File: src/rtl/vrf_read_pipe_pkg.sv
// vrf_read_pipe_pkg: default widths for the VRF read pipe and a helper that sizes
// channel/pointer indices (never narrower than one bit).
package vrf_read_pipe_pkg;
    localparam int DefChannels = 2;
    localparam int DefDataW    = 32;
    localparam int DefDepth    = 4;
    localparam int DefVrfLat   = 2;
    localparam int DefVsW      = 5;
    localparam int DefOffsetW  = 2;
    localparam int DefSrcW     = 2;
    localparam int DefIdxW     = 3;

    function automatic int idxW(input int n);
        return (n > 1) ? $clog2(n) : 1;
    endfunction
endpackage

File: src/rtl/vrf_read_data_fifo.sv
// vrf_read_data_fifo: per-channel circular result buffer; a push while full is
// only accepted when a pop frees the head slot in the same cycle.
module vrf_read_data_fifo
    import vrf_read_pipe_pkg::*;
#(
    parameter int DATA_W = DefDataW,
    parameter int DEPTH  = DefDepth
)(
    input  logic              clock,
    input  logic              reset,
    input  logic              push,
    input  logic              pop,
    input  logic [DATA_W-1:0] pushData,
    output logic              empty,
    output logic              full,
    output logic [DATA_W-1:0] data
);
    localparam int PW = idxW(DEPTH);
    localparam int NW = $clog2(DEPTH + 1);

    logic [DATA_W-1:0] mem [DEPTH];
    logic [PW-1:0] rdPtr, wrPtr;
    logic [NW-1:0] count;
    logic doPush, doPop;

    assign empty  = count == '0;
    assign full   = count == NW'(DEPTH);
    assign data   = mem[rdPtr];
    assign doPop  = pop & !empty;
    assign doPush = push & (!full | doPop);

    always_ff @(posedge clock) begin
        if (reset) begin
            rdPtr <= '0;
            wrPtr <= '0;
            count <= '0;
        end else begin
            if (doPush) begin
                mem[wrPtr] <= pushData;
                wrPtr <= (wrPtr == PW'(DEPTH - 1)) ? '0 : wrPtr + 1'b1;
            end
            if (doPop) rdPtr <= (rdPtr == PW'(DEPTH - 1)) ? '0 : rdPtr + 1'b1;
            if (doPush != doPop) count <= doPush ? count + 1'b1 : count - 1'b1;
        end
    end
endmodule

File: src/rtl/vrf_read_pipe_mc.sv
// vrf_read_pipe_mc: round-robin arbitration of credit-limited channels onto one VRF
// read port, fixed-latency result tracking and per-channel result FIFOs.
// Define VRF_READ_PIPE_BYPASS_EN to present results to an empty FIFO's consumer directly.
module vrf_read_pipe_mc
    import vrf_read_pipe_pkg::*;
#(
    parameter int CHANNELS = DefChannels,
    parameter int DATA_W   = DefDataW,
    parameter int DEPTH    = DefDepth,
    parameter int VRF_LAT  = DefVrfLat,
    parameter int VS_W     = DefVsW,
    parameter int OFFSET_W = DefOffsetW,
    parameter int SRC_W    = DefSrcW,
    parameter int IDX_W    = DefIdxW
)(
    input  logic                         clock,
    input  logic                         reset,
    input  logic [CHANNELS-1:0]          enqueue_valid,
    output logic [CHANNELS-1:0]          enqueue_ready,
    input  logic [CHANNELS*VS_W-1:0]     enqueue_vs,
    input  logic [CHANNELS*OFFSET_W-1:0] enqueue_offset,
    input  logic [CHANNELS*SRC_W-1:0]    enqueue_readSource,
    input  logic [CHANNELS*IDX_W-1:0]    enqueue_instructionIndex,
    output logic                         vrfReadRequest_valid,
    input  logic                         vrfReadRequest_ready,
    output logic [VS_W-1:0]              vrfReadRequest_bits_vs,
    output logic [OFFSET_W-1:0]          vrfReadRequest_bits_offset,
    output logic [SRC_W-1:0]             vrfReadRequest_bits_readSource,
    output logic [IDX_W-1:0]             vrfReadRequest_bits_instructionIndex,
    input  logic [DATA_W-1:0]            vrfReadResult,
    output logic [CHANNELS-1:0]          dequeue_valid,
    input  logic [CHANNELS-1:0]          dequeue_ready,
    output logic [CHANNELS*DATA_W-1:0]   dequeue_bits,
    output logic                         overflow_err
);
    localparam int CW = idxW(CHANNELS);
    localparam int NW = $clog2(DEPTH + 1);

    logic [CHANNELS-1:0] eligible, grant, overflowHit;
    logic [CW-1:0] rrPtr, grantId, arriveChan;
    logic [CW-1:0] pipeChan [VRF_LAT];
    logic [VRF_LAT-1:0] pipeValid;
    logic fire, arrive;

    // Walk from the highest offset down so the lowest offset from rrPtr wins.
    always_comb begin
        grant = '0;
        grantId = '0;
        for (int k = CHANNELS - 1; k >= 0; k--) begin
            automatic int idx = (int'(rrPtr) + k) % CHANNELS;
            if (eligible[idx]) begin
                grant = '0;
                grant[idx] = 1'b1;
                grantId = CW'(idx);
            end
        end
    end

    assign vrfReadRequest_valid = |eligible;
    assign enqueue_ready = grant & {CHANNELS{vrfReadRequest_ready}};
    assign fire = vrfReadRequest_valid & vrfReadRequest_ready;
    assign vrfReadRequest_bits_vs = enqueue_vs[int'(grantId)*VS_W +: VS_W];
    assign vrfReadRequest_bits_offset = enqueue_offset[int'(grantId)*OFFSET_W +: OFFSET_W];
    assign vrfReadRequest_bits_readSource = enqueue_readSource[int'(grantId)*SRC_W +: SRC_W];
    assign vrfReadRequest_bits_instructionIndex = enqueue_instructionIndex[int'(grantId)*IDX_W +: IDX_W];
    assign arrive = pipeValid[VRF_LAT-1];
    assign arriveChan = pipeChan[VRF_LAT-1];

    always_ff @(posedge clock) begin
        if (reset) begin
            rrPtr <= '0;
            pipeValid <= '0;
            overflow_err <= 1'b0;
        end else begin
            if (fire) rrPtr <= (grantId == CW'(CHANNELS - 1)) ? '0 : grantId + 1'b1;
            pipeValid[0] <= fire;
            for (int k = 1; k < VRF_LAT; k++) pipeValid[k] <= pipeValid[k-1];
            if (|overflowHit) overflow_err <= 1'b1;
        end
        pipeChan[0] <= grantId;
        for (int k = 1; k < VRF_LAT; k++) pipeChan[k] <= pipeChan[k-1];
    end

    for (genvar c = 0; c < CHANNELS; c++) begin : gChan
        logic hit, push, pop, empty, full, deqFire;
        logic [DATA_W-1:0] fifoData;
        logic [NW-1:0] cnt;

        assign eligible[c] = !reset & enqueue_valid[c] & (cnt < NW'(DEPTH));
        assign hit = arrive & !reset & (arriveChan == CW'(c));
`ifdef VRF_READ_PIPE_BYPASS_EN
        assign dequeue_valid[c] = !empty | hit;
        assign dequeue_bits[c*DATA_W +: DATA_W] = empty ? vrfReadResult : fifoData;
        assign push = hit & !(empty & dequeue_ready[c]);
`else
        assign dequeue_valid[c] = !empty;
        assign dequeue_bits[c*DATA_W +: DATA_W] = fifoData;
        assign push = hit;
`endif
        assign pop = dequeue_ready[c];
        assign deqFire = dequeue_valid[c] & dequeue_ready[c];
        assign overflowHit[c] = push & full & !(pop & !empty);

        always_ff @(posedge clock) begin
            if (reset) cnt <= '0;
            else if (enqueue_ready[c] != deqFire) cnt <= enqueue_ready[c] ? cnt + 1'b1 : cnt - 1'b1;
        end

        vrf_read_data_fifo #(.DATA_W(DATA_W), .DEPTH(DEPTH)) uFifo (
            .clock(clock),
            .reset(reset),
            .push(push),
            .pop(pop),
            .pushData(vrfReadResult),
            .empty(empty),
            .full(full),
            .data(fifoData)
        );
    end
endmodule

File: config.mk
export PLATFORM = sky130hd
export DESIGN_NAME = vrf_read_pipe_mc
export DESIGN_NICKNAME = d
export VERILOG_FILES = /design/src/rtl/vrf_read_pipe_pkg.sv /design/src/rtl/vrf_read_data_fifo.sv /design/src/rtl/vrf_read_pipe_mc.sv
export SDC_FILE = /design/constraint.sdc
export NUM_CORES = 1
export LEC_CHECK = 0
export CORE_UTILIZATION = 49
export CTS_CLUSTER_DIAMETER = 30
export DETAILED_ROUTE_END_ITERATION = 7
export PLACE_DENSITY = 0.75
export SYNTH_ARGS = -nofsm -noshare
export SYNTH_HDL_FRONTEND = slang
export SYNTH_SLANG_ARGS = --single-unit
File: constraint.sdc
create_clock -name clock -period 2.1 [get_ports clock]
set_input_delay 0.21 -clock clock [delete_from_list [all_inputs] [get_ports clock]]
set_output_delay 0.21 -clock clock [all_outputs]
set_load 0.02 [all_outputs]
## Yosys cells after proc, flatten, opt, wreduce, memory -nomap -nowiden

Memories as Yosys holds them, arrays and structs flattened. A register that Yosys moved wholly into a read port is not among the register bits.
Index checks and enable logic that the tools add are counted.

| storage, ports and cells | value |
|---|---|
| memory bits (writable) | 258 |
| output and inout port bits | 82 |
| memories kept | 3 |
| input bits | 63 |
| register bits after elaboration | 24 |

Memory list:

| memory | words | bits a word | rd ports | clocked after memory_dff | write ports | RTL line | source |
|---|---|---|---|---|---|---|---|
| gChan[0].uFifo.mem | 4 | 32 | 1 | 1 | 1 | vrf_read_data_fifo.sv:21 | `logic [DATA_W-1:0] mem [DEPTH];` |
| gChan[1].uFifo.mem | 4 | 32 | 1 | 1 | 1 | vrf_read_data_fifo.sv:21 |  |
| pipeChan | 2 | 1 | 2 | 0 | 2 | vrf_read_pipe_mc.sv:41 | `logic [CW-1:0] pipeChan [VRF_LAT];` |

| operators by class | value |
|---|---|
| bitwise logic cells | 21 |
| $mul | 2 |
| reduce and logical (&&, ||, !) cells | 13 |
| multiplexer cells | 32 |
| order comparisons | 6 |
| shift operators | 4 |
| equal/unequal tests | 10 |
| $add $sub $neg | 14 |

Operators with widths:

| kind | count |
|---|---|
| $mux 2 | 10 |
| $and 1x1->1 | 16 |
| $mux 1 | 16 |
| $add 3x1->3 const B | 4 |
| $mux 3 | 4 |
| $sub 3x1->3 const B | 4 |
| $shiftx 10x5->5 | 1 |
| $add 2x1->2 const B | 4 |
| $eq 2x2->1 const B | 4 |
| $shiftx 4x3->2 | 2 |
| $logic_not 1->1 | 7 |
| $eq 3x3->1 const B | 2 |
| $logic_not 3->1 | 2 |
| $lt 3x3->1 const B | 2 |
| $shiftx 6x4->3 | 1 |
| $mul 1x3->4 const B | 1 |
| $ne 1x1->1 | 4 |
| $reduce_or 2->1 | 2 |
| $lt 2x3->1 const B | 1 |
| $mul 1x2->3 const B | 1 |
| $add 1x1->1 const B | 2 |
| $and 2x2->2 | 1 |
| $demux 1 s1 | 2 |
| $ge 2x1->1 const B | 1 |
| 6 further kinds | 8 |

## Logic depth before layout (Yosys ltp)

Gate-level depths: netlist (run 1).

| depth | value |
|---|---|
| depth after elaboration | 10 |
| depth in mapped cells | 8 |
| mapped depth without buffers | 7 |

## By module

Synthesis (run 1) repeated with hierarchy kept, for this count alone.

| second synthesis, totals | value |
|---|---|
| cell total of the unflattened synthesis | 540 |
| area total of the unflattened synthesis | 11,155.7 um^2 |

By module, submodules not included:

| module | cells each | instances | area each (um^2) | sequential area each (um^2) |
|---|---|---|---|---|
| vrf_read_data_fifo | 227 | 2 | 5,167.5 | 4,023.9 |
| vrf_read_pipe_mc | 86 | 1 | 820.8 | 240.2 |

## Least setup slack after synthesis (run 1)

No wires, ideal clock.

| timing | value |
|---|---|
| path kind | input to register |
| start | input port reset |
| end | register gChan[0].uFifo.count[2] |
| setup time | 0.123 ns |
| setup slack | -0.054 ns |
| cell stages on the path | 8 |
| path buffers | 1 |
| arrival time | 2.031 ns |
| data required time | 1.977 ns |
| cell sequence | buf_2 > nor3b_2 > and2_4 > inv_1 > fa_1 > nor3_1 > a31oi_2 > mux2_1 |

| on the way | value |
|---|---|
| longest elaborated chain between the ends | 5 |

RTL lines:

| what | RTL line | source |
|---|---|---|
| start, declared | vrf_read_pipe_mc.sv:17 | `input logic reset,` |
| $logic_not 1->1 | vrf_read_pipe_mc.sv:90 | `assign hit = arrive & !reset & (arriveChan == CW'(c));` |
| $and 1x1->1 (2 in series) | vrf_read_pipe_mc.sv:90 |  |
| $and 1x1->1 | vrf_read_data_fifo.sv:30 | `assign doPush = push & (!full \| doPop);` |
| $mux 3 / $ne 1x1->1 (equally long branches) | vrf_read_data_fifo.sv:43 | `if (doPush != doPop) count <= doPush ? count + 1'b1 : count - 1'b1;` |
| end signal, assigned | vrf_read_data_fifo.sv:43 |  |
| end, declared | vrf_read_data_fifo.sv:23 | `logic [NW-1:0] count;` |

Several ways; a longest one is shown, not always the timed one.
A chain may end at the register's enable or synchronous reset.

==> impl_metrics.ini, run 1 <==
[logic_synthesis]
netlist_area_mm2 = 0.01095
count_of_flip_flops_with_a_built_in_enable_after_synthesis = 256
synth.largest_area_cell = sky130_fd_sc_hd__edfxtp_1
syn-instance-count = 514
synthesis.area_per_instance_um2 = 21.30
post_synth_num_cell_types = 42
synth_top_cells_by_area = sky130_fd_sc_hd__edfxtp_1 (70%), sky130_fd_sc_hd__mux4_2 (13%), sky130_fd_sc_hd__dfxtp_1 (5.5%)
ys_async_sr_fraction = 0
postSynthRegisterBits = 286
synth_most_common_cell = sky130_fd_sc_hd__edfxtp_1
prevailing_post_synth_register_cell = sky130_fd_sc_hd__edfxtp_1
synth_nets = 591
ys_top_cells_by_count = sky130_fd_sc_hd__edfxtp_1 (256), sky130_fd_sc_hd__mux4_2 (64), sky130_fd_sc_hd__dfxtp_1 (30)
yosys_warnings = 0
synth.yosys.seq_area_share = 0.7569
yosysTopAreaCellShare = 0.7021

[final_layout]
layoutNonFillerInstCount = 1074
layout-drive-gt1-share = 0.4219
final_nets = 833
fillerInstances = 1358
antenna_cells_inserted = 0
area_growth_from_synthesis_to_layout_pct = 37.53

[cts]
cts.root.buffer_cell = sky130_fd_sc_hd__clkbuf_16
post_cts_clock_slew_at_the_launch_and_capture_registers_of_the_worst_setup_and_hold_paths_ns = 0.05
tritoncts_clock_tree = built
sink_count_of_the_clock_tree = 286
htreeDepth = 2
tritoncts.num_buffers = 49
clk_path_buf_depth = 3
worst_skew_pair_latency_ns = 0.52
cts_hold_buffers = 0

[critical_path]
crit_slowest_cell = sky130_fd_sc_hd__mux4_2
crit-reg2reg-capture = gChan[1].cnt[2]
critical_path_peak_fanout = 5
endpoint = dequeue_bits[3]
cp-end-kind = output pin
timing.critical_path.required_ns = 1.89
timing.reg2reg.setup_slack_ns = 0.05
critical_path.cell_chain = bufbuf_16 > buf_4 > mux4_2 > buf_6
reg2reg_from = gChan[1].cnt[2]
slowest_delay_ns = 0.49
startpoint_class = flip-flop
worst-r2r-cell-count = 6
worst-setup-path-type = flip-flop to output pin
timing.critical_path.arrival_ns = 1.93

[detailed_routing]
via_per_inst = 5.363
drt_wl_total_um = 22630
vias = 5760
detail_route.wl_per_cell_um = 21.07
detailedRoute.firstPassIterationCount = 4
initialDrtViolationCount = 330
route.detailed.drc = 0
drt.antenna.violating_nets = 0

[global_routing]
globalRoute.totalOverflow = 0
first_pass_grt_wire_length_um = 33850
pin_count_of_the_biggest_net_entering_global_routing = 33
first_global_vias = 6202
globalRouteTotalUtil = 0.2021
antenna_found_initial = 0

[worst_hold_path]
timing.hold.worst_path_depth = 0
min-delay-path-class = flip-flop to flip-flop

[job]
max_cap_viol_count = 0

[timing]
worst_clock_skew_ns = 0.01461
slew_headroom = 0.4896
rsz_0062_raised_after_global_routing = true
post-route-worst-setup-slack_ns = -0.04262
setup_viol = 15
fin_tns_setup_ns = -0.3006
final_max_slew_viol_count = 0
finalHoldViolations = 0
finalCriticalPeriod_ns = 2.143
max_freq_ghz = 0.4667
fin_crit_sh = 1.020
tightestPinTransition_ns = 0.7611

[die]
core_mm2 = 0.02189
fp.dieH_um = 151.5
io_pins = 145
placementRows = 54
start_util = 0.5002
chipWidth_um = 151.5
die-area_mm2 = 0.02295

[power_and_ir_drop]
irDropWorstVdd_v = 0.0006919
power_leakage_nw = 5.315
power_w = 0.01798
power.density_cell_area_mw_per_mm2 = 1194

[placed_design]
place_congestion = 0.7866
placedCellCount = 961
dp_wirelength_um = 13160
port_buffers = 144
dpl_worst_slack_ns = -0.3605

[run_status]
run_status = finished with violations
violations = setup timing
-- how the worst min path moves through the flow --
stage	startpoint	endpoint	slack, ns
global route	pipeChan[0][0]	pipeChan[0][1]	0.34
finish	pipeChan[0][0]	pipeChan[0][1]	0.33
detailed placement	pipeChan[0][0]	pipeChan[0][1]	0.32
global placement	pipeChan[0][0]	pipeChan[0][1]	0.31
CTS	pipeChan[0][0]	pipeChan[0][1]	0.33
floorplan	vrfReadResult[0]	gChan[0].uFifo.mem[0][0]	0.31
-- critical path, delay by kind of cell (launching register included) --
family / cells / cell delay (ns)
multiplexers: 1 / 0.49
flip-flops: 1 / 0.39
buffers and inverters: 3 / 0.54
-- per-stage QoR --
step,utilization,hold WS (ns),area [um2]
global route,0.6879,0.3354,15060
floorplan,-,0.3089,10960
finish,0.6879,0.3287,15060
detailed placement,0.6039,0.3231,13220
CTS,0.6749,0.3331,14770
global placement,0.6039,0.3147,13220
-- report_power, final --
| group | leakage [nW] | internal, W | switching (W) |
|---|---|---|---|
| Combinational | 1.96 | 0.00198 | 0.00172 |
| Clock | 0.802 | 0.00519 | 0.00259 |
| Sequential | 2.55 | 0.00638 | 0.000122 |
| Total | 5.31 | 0.0136 | 0.00442 |
-- cell usage in the layout, fill, tap and decap left out, types with 8 or more instances in the layout --
master	count
sky130_fd_sc_hd__edfxtp_1	256
sky130_fd_sc_hd__buf_6	37
sky130_fd_sc_hd__mux4_2	64
sky130_fd_sc_hd__nor2b_1	10
sky130_fd_sc_hd__ha_1	10
sky130_fd_sc_hd__nor2_1	22
sky130_fd_sc_hd__dfxtp_1	22
sky130_fd_sc_hd__buf_2	43
sky130_fd_sc_hd__inv_1	8
sky130_fd_sc_hd__clkdlybuf4s50_1	63
sky130_fd_sc_hd__clkbuf_16	51
sky130_fd_sc_hd__a21oi_1	9
sky130_fd_sc_hd__nand2b_1	11
sky130_fd_sc_hd__mux2i_1	9
sky130_fd_sc_hd__buf_4	41
sky130_fd_sc_hd__clkinv_2	11
sky130_fd_sc_hd__mux2_4	12
sky130_fd_sc_hd__buf_12	22
-- cells by family after synthesis --
family / count (synthesis) / synth area share
AO/OA/AOI/OAI: 24 / 0.01748
XOR/XNOR: 2 / 0.001600
adder cells (fa/ha/maj): 14 / 0.01874
buffers and inverters: 31 / 0.01257
flip-flops: 286 / 0.7569
multiplexers: 91 / 0.1584
AND/OR/NAND/NOR: 66 / 0.03428
-- registers in the layout, summed over array words and instances (netlist names), named ones only --
register,count
gChan.uFifo.mem,256
pipeChan,2
gChan.uFifo.count,6
pipeValid,2
gChan.cnt,6
rrPtr,1
gChan.uFifo.rdPtr,4
gChan.uFifo.wrPtr,4
overflow_err,1
-- layout make-up --
| class | count | area [um2] | share of cell area |
|---|---|---|---|
| inverter | 8 | 30.03 | 0.001994 |
| timing repair buffer | 214 | 2128 | 0.1413 |
| clock buffer | 58 | 1313 | 0.08716 |
| clock inverter | 31 | 336.6 | 0.02235 |
| sequential | 286 | 8303 | 0.5514 |
| tap | 280 | 350.3 | 0.02327 |
| multi-input combinational | 197 | 2597 | 0.1725 |
-- per-layer routing --
layer / routed length [um] / vias up / track usage
met3: 1533 / 32 / 0.04102
met2: 12170 / 211 / 0.3678
li1: - / 2594 / -
met1: 8650 / 2923 / 0.2438
met4: 272 / 0 / 0.05300
met5: 0 / - / 0
-- repair_timing --
item	4_1_cts	5_1_grt
setup buffers	10	12
pin swaps	1	1
resized for setup	337	67
setup endpoints to repair	81	46
cloned	3	0
Power figures use the tool's default switching activity.
==> run 2, diff against run 1 <==
- SLEW_MARGIN: default -> 5
==> results of run 2 <==
Same layout as run 1: the final DEF is identical, and so are final timing and power.
